--- src/rtl/ex_divider.sv ---
// ex_divider: radix-2 restoring 32-bit signed/unsigned divider, EX-stage responder.
// Latency: 33 cycles request-to-done (1 cycle for a zero divisor).
// Backpressure: requester holds div_start until div_done; dropping it mid-calc aborts.
module ex_divider (
  input  logic        clk,
  input  logic        rst_n,
  input  logic        div_start,
  input  logic        div_signed,
  input  logic [31:0] div_data1,
  input  logic [31:0] div_data2,
  output logic        div_done,
  output logic [63:0] div_result
);

  localparam logic [1:0] IDLE = 2'd0;
  localparam logic [1:0] CALC = 2'd1;
  localparam logic [1:0] DONE = 2'd2;

  logic [1:0]  state;
  logic [5:0]  cnt;
  logic [32:0] rem;      // partial remainder, always < divisor
  logic [31:0] dvd;      // dividend bits shift out as quotient bits shift in
  logic [31:0] dvs;      // divisor magnitude
  logic        q_neg;
  logic        r_neg;

  logic [31:0] abs1;
  logic [31:0] abs2;
  logic [33:0] shifted;
  logic [33:0] diff;
  logic        trial_neg;
  logic [32:0] rem_next;
  logic [31:0] quo_next;
  logic [31:0] q_fix;
  logic [31:0] r_fix;

  // Operand magnitudes and one restoring iteration with final sign fixup
  always_comb begin
    abs1      = (div_signed && div_data1[31]) ? (~div_data1 + 32'd1) : div_data1;
    abs2      = (div_signed && div_data2[31]) ? (~div_data2 + 32'd1) : div_data2;
    shifted   = {rem, dvd[31]};
    diff      = shifted - {2'b00, dvs};
    trial_neg = diff[33];
    rem_next  = trial_neg ? shifted[32:0] : diff[32:0];
    quo_next  = {dvd[30:0], ~trial_neg};
    q_fix     = q_neg ? (~quo_next + 32'd1) : quo_next;
    r_fix     = r_neg ? (~rem_next[31:0] + 32'd1) : rem_next[31:0];
  end

  // Done is a pure function of state so reset clears it immediately
  always_comb begin
    div_done = (state == DONE);
  end

  // Control FSM and datapath registers
  always_ff @(posedge clk or negedge rst_n) begin
    if (!rst_n) begin
      state      <= IDLE;
      cnt        <= 6'd0;
      rem        <= 33'd0;
      dvd        <= 32'd0;
      dvs        <= 32'd0;
      q_neg      <= 1'b0;
      r_neg      <= 1'b0;
      div_result <= 64'd0;
    end else begin
      case (state)
        IDLE: begin
          if (div_start) begin
            dvd   <= abs1;
            dvs   <= abs2;
            q_neg <= div_signed & (div_data1[31] ^ div_data2[31]);
            r_neg <= div_signed & div_data1[31];
            if (div_data2 == 32'd0) begin
              // Zero divisor: all-ones quotient, dividend passed through as remainder
              div_result <= {div_data1, 32'hFFFF_FFFF};
              state      <= DONE;
            end else begin
              cnt   <= 6'd0;
              rem   <= 33'd0;
              state <= CALC;
            end
          end
        end
        CALC: begin
          if (!div_start) begin
            // Requester flushed: abandon quietly, keep last result
            state <= IDLE;
          end else begin
            rem <= rem_next;
            dvd <= quo_next;
            cnt <= cnt + 6'd1;
            if (cnt == 6'd31) begin
              div_result <= {r_fix, q_fix};
              state      <= DONE;
            end
          end
        end
        DONE: begin
          state <= IDLE;
        end
        default: begin
          state <= IDLE;
        end
      endcase
    end
  end

endmodule

--- config.mk ---
export PLATFORM = sky130hd
export DESIGN_NAME = ex_divider
export DESIGN_NICKNAME = d
export VERILOG_FILES = /design/src/rtl/ex_divider.sv
export SDC_FILE = /design/constraint.sdc
export NUM_CORES = 1
export LEC_CHECK = 0
export BUFFER_PORTS_ARGS = -buffer_cell sky130_fd_sc_hd__buf_2
export CELL_PAD_IN_SITES_DETAIL_PLACEMENT = 1
export CELL_PAD_IN_SITES_GLOBAL_PLACEMENT = 1
export CORE_MARGIN = 10
export CORE_UTILIZATION = 48
export CTS_CLUSTER_SIZE = 40
export DETAILED_ROUTE_END_ITERATION = 12
export GPL_TIMING_DRIVEN = 1
export PLACE_DENSITY_LB_ADDON = 0.1
export SLEW_MARGIN = 20
export SYNTH_ARGS = -nofsm -noshare
export SYNTH_HDL_FRONTEND = slang
export SYNTH_SLANG_ARGS = --single-unit
--- constraint.sdc ---
create_clock -name clk -period 13.96 [get_ports clk]
set_input_delay 1.396 -clock clk [delete_from_list [all_inputs] [get_ports clk]]
set_output_delay 1.396 -clock clk [all_outputs]
set_load 0.01 [all_outputs]
* Word level (Yosys, flattened, before mapping)
Cells that the tools add are included.
** Storage, ports and cells
- Bits in registers :: 171
- Input port bits :: 68
- Output and inout port bits :: 65
- Word-level logic and storage cells :: 67
** Cells by class
- $add $sub $neg :: 6
- Equal/unequal tests :: 9
- Muxes and demuxes :: 26
- Bitwise operators :: 8
- Reductions and logical operators :: 10
** Operator list (number)
- $mux 64 :: 4
- $mux 32 :: 6
- $mux 33 :: 4
- $add 32x1->32 const B :: 4
- $not 32->32 :: 4
- $pmux 64 s2 :: 1
- $pmux 33 s2 :: 1
- $pmux 32 s2 :: 1
- $sub 34x32->34 :: 1
- $logic_not 32->1 :: 1
- $mux 6 :: 3
- $pmux 6 s2 :: 1
- $ne 2x2->1 const B :: 5
- $mux 2 :: 4
- $add 6x1->6 const B :: 1
- $eq 6x5->1 const B :: 1
- $reduce_and 5->1 :: 1
- $pmux 2 s2 :: 1
- $reduce_and 2->1 :: 2
- $reduce_and 4->1 :: 1
- $ne 3x3->1 const B :: 1
- $reduce_and 3->1 :: 1
- $and 1x1->1 :: 2
- $eq 2x1->1 const B :: 1
- other kinds (6) :: 7

* Logic depth before layout (Yosys ltp)
Gate-level depths: netlist (run 1).
- Depth in word-level cells :: 8
- Depth in mapped cells :: 24
- Gate-level depth less buffers :: 20

* Least setup slack after synthesis (run 1)
OpenSTA, ideal clock, no wires.
- Path kind :: reg2reg
- Start :: register rem[5]
- End :: register div_result[26]
- Library setup time :: 0.137 ns
- Arrival time :: 4.668 ns
- Required time :: 13.823 ns
- Slack :: 9.155 ns
- Cell stages (with the launch flop) :: 21
- Path buffers :: 4
- Clock period less this slack :: 4.805 ns
- Path through :: dfrtp_1 ha_1 buf_2 a21oi_4 o22ai_1 o22ai_1 o211ai_2 a21oi_4 nor2_4 inv_1 clkbuf_1 clkbuf_1 clkbuf_1 ha_1 nand2_1 or2_2 or3_1 or3_1 o41ai_1 xor2_1 a21oi_1
** Between the ends
- Longest elaborated chain between the ends :: 8
** RTL lines
- start, declared :: RTL line 21 : logic [32:0] rem;
- start signal, assigned :: RTL line 90 : rem <= rem_next;
- $sub 34x32->34 :: RTL line 42 : diff = shifted - {2'b00, dvs};
- $not 1->1 :: RTL line 45 : quo_next = {dvd[30:0], ~trial_neg};
- $not 32->32 :: RTL line 46 : q_fix = q_neg ? (~quo_next + 32'd1) : quo_next;
- $add 32x1->32 :: RTL line 46
- $mux 32 :: RTL line 46
- $mux 64 :: RTL line 93 : if (cnt == 6'd31) begin
- $mux 64 :: RTL line 86 : if (!div_start) begin
- $pmux 64 s2 :: RTL line 67 : case (state)
- end signal, assigned :: RTL line 76 : div_result <= {div_data1, 32'hFFFF_FFFF};
- end signal, assigned :: RTL line 94 : div_result <= {r_fix, q_fix};
- end, declared :: RTL line 12 : output logic [63:0] div_result
Every way passes these cells. The select of a mux whose other input is x is not followed.
A chain may end at the register's enable or synchronous reset.

* Worst setup path in the final report (run 1)
- Start :: register rem[19]
- End :: register div_result[60]
** Between the ends
- Longest elaborated chain between the ends :: 8
** RTL lines
- $sub 34x32->34 :: RTL line 42
- $mux 33 (*) :: RTL line 44 : rem_next = trial_neg ? shifted[32:0] : diff[32:0];
- $not 32->32 :: RTL line 47 : r_fix = r_neg ? (~rem_next[31:0] + 32'd1) : rem_next[31:0];
- $add 32x1->32 :: RTL line 47
- $mux 32 (*) :: RTL line 47
- $mux 64 (*) :: RTL line 93
- $mux 64 (*) :: RTL line 86
- $pmux 64 s2 (*) :: RTL line 67
Mark *: on every way between the ends. The rest lies on a longest branch, timed or not. The select of a mux whose other input is x is not followed.

==> results of run 1 <==
sequential cells by signal, summed over array words and instances, names as in the netlist:
register and flops:
dvd 32, rem 33, dvs 32, state 2, q_neg 1, div_result 64
r_neg 1, cnt 6
cell usage in the layout (no fill, tap or decap), types with 19 or more instances in the layout:
cell type    n
xor2_1      76
and3_1      19
nand3_1     25
o21ai_0    175
o31ai_1     21
a21oi_1    157
nor2_1     151
nor3_1      29
nor4_1      20
ha_1        37
a31oi_1     24
or3_1       21
dfrtp_1    171
buf_2      131
inv_1       50
xnor2_1     68
nand2_1    188
logic make-up after synthesis:
kind of cell | count (synthesis) | share of synthesized area
AND/OR/NAND/NOR | 533 | 0.2048
AO/OA/AOI/OAI | 488 | 0.2393
flip-flops | 171 | 0.3520
XOR/XNOR | 144 | 0.1038
buffers and inverters | 136 | 0.04364
adder cells (fa/ha/maj) | 38 | 0.03973
multiplexers | 20 | 0.01667
stage by stage:
| step | util | instance area (um^2) | total power [mW] | setup slack [ns] |
|---|---|---|---|---|
| detailed placement | 0.5197 | 13010 | 2.664 | 8.111 |
| finish | 0.5427 | 13590 | 3.154 | 8.435 |
| global route | 0.5427 | 13590 | 3.418 | 8.051 |
| CTS | 0.5426 | 13580 | 3.151 | 8.547 |
| global placement | 0.5197 | 13010 | 2.600 | 8.259 |
| floorplan | - | 12160 | 2.109 | 9.155 |
worst max-delay path: stages (launching register included):
cell and delay (ns):
dfrtp_1 0.42, ha_1 0.55, nand2_1 0.18, o21ai_2 0.27, a211oi_2 0.12, o31ai_1 0.49
a31o_2 0.28, nor2_4 0.06, inv_1 0.10, buf_4 0.51, mux2i_1 0.37, ha_1 0.25
nand3_1 0.10, or3_1 0.37, mux2i_1 0.33, nand3_1 0.25, o41ai_1 0.47, xnor2_1 0.17
o22ai_1 0.09
per-layer routing:
metal	part of all wire	wire, um	vias up
li1	-	-	5589
met1	0.46	17880	5663
met2	0.47	18350	295
met3	0.050	1964	54
met4	0.020	779	0
met5	0	0	-
layout make-up:
| cell class | instances | area, um^2 |
|---|---|---|
| Fill cell | 3129 | 11450 |
| Multi-Input combinational cell | 1223 | 7372 |
| Sequential cell | 171 | 4279 |
| Timing Repair Buffer | 144 | 759.5 |
| Clock buffer | 17 | 425.4 |
| Tap cell | 330 | 412.9 |
| Inverter | 51 | 191.4 |
| Clock inverter | 15 | 146.4 |
worst paths after layout:
check                        start              to  slack (ns)  cells past startpoint
max                        rem[19]  div_result[60]        8.43                     18
min                        dvs[21]         dvs[21]        0.48                      2
max in group asynchronous    rst_n          cnt[4]       11.53                      2
min reg2reg                dvs[21]         dvs[21]        0.48                      2
max reg2reg                rem[19]  div_result[60]        8.43                     18
min in group asynchronous    rst_n          dvd[3]        1.04                      1
power by group:
| part | internal (mW) | switching, mW |
|---|---|---|
| clock network | 0.238 | 0.235 |
| logic | 0.664 | 1.15 |
| registers | 0.676 | 0.189 |
| total | 1.58 | 1.58 |
==> qor.yml, run 1 <==
place:
  gp_congestion: 0.8993
  io_buffers: 132
  dp_hpwl_um: 29300
  dp.cells: 1919
logic_synthesis:
  yosysMostFrequentCell: "nand2_1"
  synth_area_leaders: "dfrtp_1 35%, o21ai_0 7.2%, a21oi_1 6.5%"
  ys_top_cells_by_count: "189 x nand2_1, 175 x o21ai_0, 171 x dfrtp_1"
  synth_flop_cell: "dfrtp_1"
  ys_ff_latch: 171
  netlist_area_um2: 12160
  yosysWarnings: 0
  syn_avg_cell_area_um2: 7.945
  synth.distinct_cells: 72
  synth-async-reset-ratio: 1.000
  synth-edff-count: 0
  yosys.area.top_type: "dfrtp_1"
  seq_area_frac_synth: 0.3520
  syn-num-nets: 1636
  synth_top_area_share: 0.3520
  synth_cells: 1530
route:
  drt_iter0_drc: 894
  vias_per_cell: 5.946
  routedWlPerCell_um: 19.97
  drc: 0
  wl_um: 38970
  drt-pass1-iter-count: 6
  ant_nets: 0
  via_count: 11600
global_route:
  grt_use_met1: 0.3279
  globalRouteOverflowTotal: 0
  grtUsageTotal: 0.2444
  grt_pass1_vias: 11980
  globalRoute.busiestLayer: "met2"
  grt_start_max_net_pins: 107
  globalRouteMet3Util: 0.03349
  grt_pass1_wl_um: 63390
  antenna_found_initial: 0
  grt_util_met2: 0.4030
timing:
  rsz0062_at_grt: "false"
  timing.final.max_slew_violations: 0
  fin_worst_skew_ns: 0.009860
  final.min_clock_period_ns: 5.525
  relSlewSlack: 0.2523
  timing.setup.tns_ns: 0
  worst_slew_pin_slew_ns: 1.117
  hold_slack_ns: 0.4822
  timing.final.crit_share: 0.3958
  fmax_mhz: 181.0
  setup_viol: 0
  finalHoldViolations: 0
clocking:
  clock-sinks: 171
  cts_resized: 0
  ctsHoldBuffers: 0
  numCtsBuffers: 17
  clock_path_buffers: 2
  cts_setup_buffers: 0
  cts_tree: "yes"
  clk_pin_slew_ns: 0.07
  cts-root-buf: "clkbuf_16"
  clk_latency_ns: 0.44
  cts-htree-levels: 4
job:
  drv_cap: 0
floorplanning:
  die_x_um: 179.1
  core_um2: 25040
  rows: 58
  dieArea_um2: 32090
  die_y_um: 179.1
  start_util: 0.4855
  ios: 133
final_layout:
  drive_gt1_frac: 0.1258
  antennaDiodeCount: 0
  final_net_count: 1714
  syn_to_final_growth_pct: 11.78
  finalNonFillerCells: 1951
setup_path:
  end_kind: "register"
  required_ns: 14.27
  cp.arrival_ns: 5.84
  worstPathMaxFanout: 56
  crit_type: "reg2reg"
  cp-start-kind: "register"
worst_hold_path:
  hp-class: "reg2reg"
run_status:
  outcome: "finished, final reports clean"
pwr:
  power_density_nw_per_um2: 232.1
  ir_drop_v: 0.00009852
  leakagePower_nw: 5.834
Power figures use the tool's default switching activity.
==> inputs of run 2 (changes only) <==
--- a/config.mk
+++ b/config.mk
@@ -9,7 +9,7 @@
 export CELL_PAD_IN_SITES_DETAIL_PLACEMENT = 1
 export CELL_PAD_IN_SITES_GLOBAL_PLACEMENT = 1
 export CORE_MARGIN = 10
-export CORE_UTILIZATION = 48
+export CORE_UTILIZATION = 40
 export CTS_CLUSTER_SIZE = 40
 export DETAILED_ROUTE_END_ITERATION = 12
 export GPL_TIMING_DRIVEN = 1
==> constraint.sdc (replaced) <==
create_clock -name clk -period 4.6 [get_ports clk]
set_input_delay 0.46 -clock clk [delete_from_list [all_inputs] [get_ports clk]]
set_output_delay 0.46 -clock clk [all_outputs]
set_load 0.01 [all_outputs]
==> run 2 against run 1 <==
Net effect: core utilization down 6.5 points; fmax is 29% higher; count of clock-buffer cells in the layout grew 3; first-iteration DRC count decreased by 27%; clock power increased to 3.4 times the previous value; largest cell class unchanged.
==> qor.yml, run 2 (same netlist as run 1, synthesis figures left out) <==
run_status:
  outcome: "finished, final reports clean"
route:
  via_count: 11850
  drt_iter0_drc: 654
  drt-pass1-iter-count: 5
  ant_nets: 0
  drc: 0
  routedWlPerCell_um: 20.29
  vias_per_cell: 5.726
  wl_um: 42010
final_layout:
  final_cell_mix: "188 x nand2_1, 173 x o21ai_0, 171 x dfrtp_1"
  largest_reg_flops: 64
  final_core_util: 0.4777
  multiInputGateArea_um2: 7437
  top_register: "div_result"
  antennaDiodeCount: 0
  final_common_cell: "nand2_1"
  fillCellCount: 3714
  syn_to_final_growth_pct: 17.09
  final_net_count: 1773
  seqCellArea_um2: 4279
  drive_gt1_frac: 0.1643
  design_area_um2: 14230
  top_regs: "div_result (64), rem (33)"
floorplanning:
  ios: 133
  core_um2: 29800
  die_y_um: 194.3
  die_x_um: 194.3
  dieArea_um2: 37760
  rows: 63
  start_util: 0.4080
pwr:
  switching_power_mw: 4.956
  power_density_nw_per_um2: 726.2
  leakagePower_nw: 6.154
  intPower_mw: 5.379
  p_clk_frac: 0.155
  ir_drop_v: 0.0003268
  p_seq_frac: 0.250
  sw_frac_of_total: 0.4796
  pwr-share-comb: 0.595
timing:
  fmax_mhz: 232.8
  timing.setup.tns_ns: 0
  final.min_clock_period_ns: 4.296
  worst_slew_pin_slew_ns: 1.066
  timing.final.max_slew_violations: 0
  setup_viol: 0
  relSlewSlack: 0.2891
  fin_worst_skew_ns: 0.009676
  finalHoldViolations: 0
  rsz0062_at_grt: "false"
  timing.final.crit_share: 0.9339
setup_path:
  cp-start-kind: "register"
  required_ns: 4.93
  r2r_slack_ns: 0.30
  cp.arrival_ns: 4.63
  crit_type: "reg2reg"
  worstReg2RegEnd: "div_result[31]"
  cp-startpoint: "rem[9]"
  end_kind: "register"
  r2r_start: "rem[9]"
  ff2ff_path_depth: 14
  worstPathMaxFanout: 12
global_route:
  grt_pass1_wl_um: 67880
  grt_start_max_net_pins: 88
  antenna_found_initial: 0
  globalRouteOverflowTotal: 0
  grt_pass1_vias: 12210
  grtUsageTotal: 0.2188
clocking:
  ctsHoldBuffers: 0
  cts-root-buf: "clkbuf_16"
  clk_pin_slew_ns: 0.07
  cts_resized: 0
  clock-sinks: 171
  cts_tree: "yes"
  cts-htree-levels: 4
  numCtsBuffers: 17
  cts_setup_buffers: 0
  clock_path_buffers: 2
  clk_latency_ns: 0.45
job:
  drv_cap: 0
place:
  dpl_cell_area_um2: 13540
  gp_congestion: 0.9033
  dp_hpwl_um: 32430
  io_buffers: 132
worst_hold_path:
  hp-class: "in2async"
run 2: cell count changes in the layout (fill, tap and decap cells not counted), sizes merged:
cell / delta
buf: +60
clkinv: -3
bufinv: +4
clkinvlp: +1
clkbuf: +2
inv: -5
run 2: cell type report:
| class | instances | area share |
|---|---|---|
| Multi-Input combinational cell | 1223 | 0.5225 |
| Sequential cell | 171 | 0.3007 |
| Timing Repair Buffer | 203 | 0.08457 |
| Tap cell | 390 | 0.03429 |
| Clock buffer | 20 | 0.03138 |
| Inverter | 51 | 0.01345 |
| Clock inverter | 12 | 0.01310 |
run 2: metrics by stage:
stage / hold slack, ns / power, mW / setup WS [ns] / instances
final: 0.08201 / 10.34 / 0.3039 / 2070
after CTS: 0.1049 / 10.31 / 0.02501 / 2070
after global routing: 0.1444 / 11.18 / 0.02913 / 2070
after detailed placement: 0.4705 / 8.656 / 0.05782 / 2038
after floorplan: 0.1644 / 6.425 / 0.02565 / 1530
after global placement: 0.4590 / 8.505 / 0.1208 / 2038
run 2: worst max path at each step:
stage | slack [ns] | depth (start not counted) | end
2_1_floorplan | 0.03 | 21 | div_result[60]
3_3_place_gp | 0.12 | 17 | div_result[61]
3_5_place_dp | 0.06 | 17 | div_result[61]
4_1_cts | 0.03 | 17 | div_result[61]
5_1_grt | 0.03 | 14 | div_result[58]
6_report | 0.30 | 14 | div_result[31]
run 2: critical path, cell delays in order, from the launching register on:
cell and delay (ns):
dfrtp_1 0.48, ha_1 0.46, nand2_1 0.12, o22ai_1 0.29, o22ai_2 0.17, o211ai_2 0.16
a31o_2 0.25, nor2_4 0.05, buf_4 0.21, or4_4 0.58, or3_4 0.41, or3_4 0.38
o31ai_1 0.35, xor2_1 0.19, a21oi_1 0.08
run 2: power by group through the flow:
stage | logic, mW | clock network [mW] | registers, mW
after global placement | 5.93 | 0 | 2.57
after detailed placement | 6.04 | 0 | 2.61
after CTS | 6.08 | 1.65 | 2.58
after global routing | 6.81 | 1.70 | 2.68
final | 6.15 | 1.61 | 2.58
after floorplan | 3.89 | 0 | 2.53
run 2: per-layer routing:
| metal | routed length [um] | part of all wire | global-route usage | vias up |
|---|---|---|---|---|
| li1 | - | - | - | 5730 |
| met1 | 20110 | 0.48 | 0.2976 | 5819 |
| met3 | 1600 | 0.038 | 0.02771 | 52 |
| met2 | 19380 | 0.46 | 0.3534 | 251 |
| met5 | 0 | 0 | 0 | - |
| met4 | 926 | 0.022 | 0.06871 | 0 |
==> inputs of run 3 (changes only) <==
--- a/config.mk
+++ b/config.mk
@@ -14,6 +14,7 @@
 export DETAILED_ROUTE_END_ITERATION = 12
 export GPL_TIMING_DRIVEN = 1
 export PLACE_DENSITY_LB_ADDON = 0.1
+export RECOVER_POWER = 50
 export SLEW_MARGIN = 20
 export SYNTH_ARGS = -nofsm -noshare
 export SYNTH_HDL_FRONTEND = slang
==> run 3 against run 2 <==
Net effect: highest routed layer unchanged; first-iteration DRC count up 6.9%; sequential cell count stayed put; register-to-register slack barely moved; worst setup slack got worse by 0.014 ns; non-clock buffer count stayed put; largest cell class unchanged; the run now ends with capacitance limit, slew limit left; sequential power is essentially flat; critical endpoint unchanged; clock skew about the same.
==> qor.yml, run 3 (same netlist as run 1, synthesis figures left out) <==
run_status:
  outcome: "complete, but fails checks"
  failed_checks: "capacitance limit, slew limit"
place:
  dp_hpwl_um: 32430
  dpl_cell_area_um2: 13540
  io_buffers: 132
  preCtsSetupSlack_ns: 0.05782
  gp_congestion: 0.9033
setup_path:
  cp.arrival_ns: 4.64
  required_ns: 4.93
  r2r_slack_ns: 0.29
  crit_end: "div_result[31]"
  cp-startpoint: "rem[9]"
  worstPathMaxFanout: 12
  cp-start-kind: "register"
  worstReg2RegEnd: "div_result[31]"
  end_kind: "register"
  crit_type: "reg2reg"
  ff2ff_path_depth: 14
  r2r_start: "rem[9]"
clocking:
  cts_tree: "yes"
  numCtsBuffers: 17
  clk_latency_ns: 0.45
  cts_setup_buffers: 0
  cts-htree-levels: 4
  clock-sinks: 171
  cts-root-buf: "clkbuf_16"
  clk_pin_slew_ns: 0.07
  clock_path_buffers: 2
timing:
  fin_worst_skew_ns: 0.009613
  setup_viol: 0
  fmax_mhz: 232.0
  finalHoldViolations: 0
  layout_setup_ws_ns: 0.2894
  relSlewSlack: -0.5674
  timing.final.max_slew_violations: 88
  worst_slew_pin_slew_ns: 2.351
  final.min_clock_period_ns: 4.311
  timing.setup.tns_ns: 0
  timing.final.crit_share: 0.9371
  rsz0062_at_grt: "false"
floorplanning:
  dieArea_um2: 37760
  die_x_um: 194.3
  die_y_um: 194.3
  rows: 63
  core_um2: 29800
  ios: 133
  start_util: 0.4080
final_layout:
  antennaDiodeCount: 0
  final_core_util: 0.4759
  top_regs: "div_result (64), rem (33)"
  largest_reg_flops: 64
  drive_gt1_frac: 0.1452
  syn_to_final_growth_pct: 16.66
  final_common_cell: "nand2_1"
  design_area_um2: 14180
  top_register: "div_result"
  final_cell_mix: "188 x nand2_1, 173 x o21ai_0, 171 x dfrtp_1"
  final_net_count: 1773
route:
  drt-pass1-iter-count: 5
  via_count: 11810
  wl_um: 42090
  vias_per_cell: 5.706
  ant_nets: 0
  drt_iter0_drc: 699
  drc: 0
  routedWlPerCell_um: 20.33
worst_hold_path:
  holdPathStages: 3
  hp-class: "in2reg"
pwr:
  ir_drop_v: 0.0003258
  leakagePower_nw: 6.077
  power_density_nw_per_um2: 727.6
  p_total_mw: 10.32
global_route:
  grt_pass1_wl_um: 67880
  globalRouteOverflowTotal: 0
  grt_start_max_net_pins: 88
  grtUsageTotal: 0.2188
  grt_pass1_vias: 12210
  antenna_found_initial: 0
job:
  drv_cap: 1
-- run 3: changes by cell type in the layout (fill, tap and decap cells not counted) --
cell	delta
clkbuf_2	+3
buf_6	-1
buf_2	-32
buf_4	-2
clkbuf_1	+32
-- run 3: power by group --
group          total [mW]  internal (mW)  leakage [nW]  switching [mW]
clock network        1.61          0.933         0.304           0.672
registers            2.59           2.05          2.08           0.532
logic                6.13           2.36          3.69            3.77
-- run 3: area by class of cell --
cell class,count,area [um^2]
Fill cell,3722,15620
Multi-Input combinational cell,1223,7437
Sequential cell,171,4279
Timing Repair Buffer,203,1152
Tap cell,390,488.0
Clock buffer,20,446.7
Inverter,51,191.4
Clock inverter,12,186.4
-- run 3: per-stage QoR --
stage          std cells  hold slack [ns]
6_report            2070           0.3026
5_1_grt             2070           0.3207
4_1_cts             2070           0.1049
3_5_place_dp        2038           0.4705
3_3_place_gp        2038           0.4590
2_1_floorplan       1530           0.1644
-- run 3: critical path, stage by stage (launching register included) --
cell and delay [ns]:
dfrtp_1 0.48, ha_1 0.46, nand2_1 0.12, o22ai_1 0.29, o22ai_2 0.17, o211ai_2 0.16
a31o_2 0.25, nor2_4 0.05, buf_4 0.21, or4_4 0.58, or3_4 0.41, or3_4 0.38
o31ai_1 0.35, xor2_1 0.19, a21oi_1 0.08
-- run 3: what timing repair did --
action	in CTS	in global routing
gates resized for setup	0	15
hold buffers	0	0
setup endpoints to repair	0	16
endpoints found under the hold margin	0	0
-- run 3: routing by layer --
metal,routed length [um],up-vias,global-route usage,share of wire
li1,-,5717,-,-
met1,20070,5792,0.2976,0.48
met2,19410,255,0.3534,0.46
met3,1720,48,0.02771,0.041
met4,884,0,0.06871,0.021
met5,0,-,0,0
-- run 3: worst min-delay path by stage --
stage                         from              to  slack [ns]
floorplan                    rst_n          cnt[0]        0.16
global placement    div_result[36]  div_result[36]        0.46
detailed placement         dvs[18]         dvs[18]        0.47
CTS                          rst_n   div_result[6]        0.10
global route          div_data2[1]          dvs[1]        0.32
finish                div_data2[1]          dvs[1]        0.30
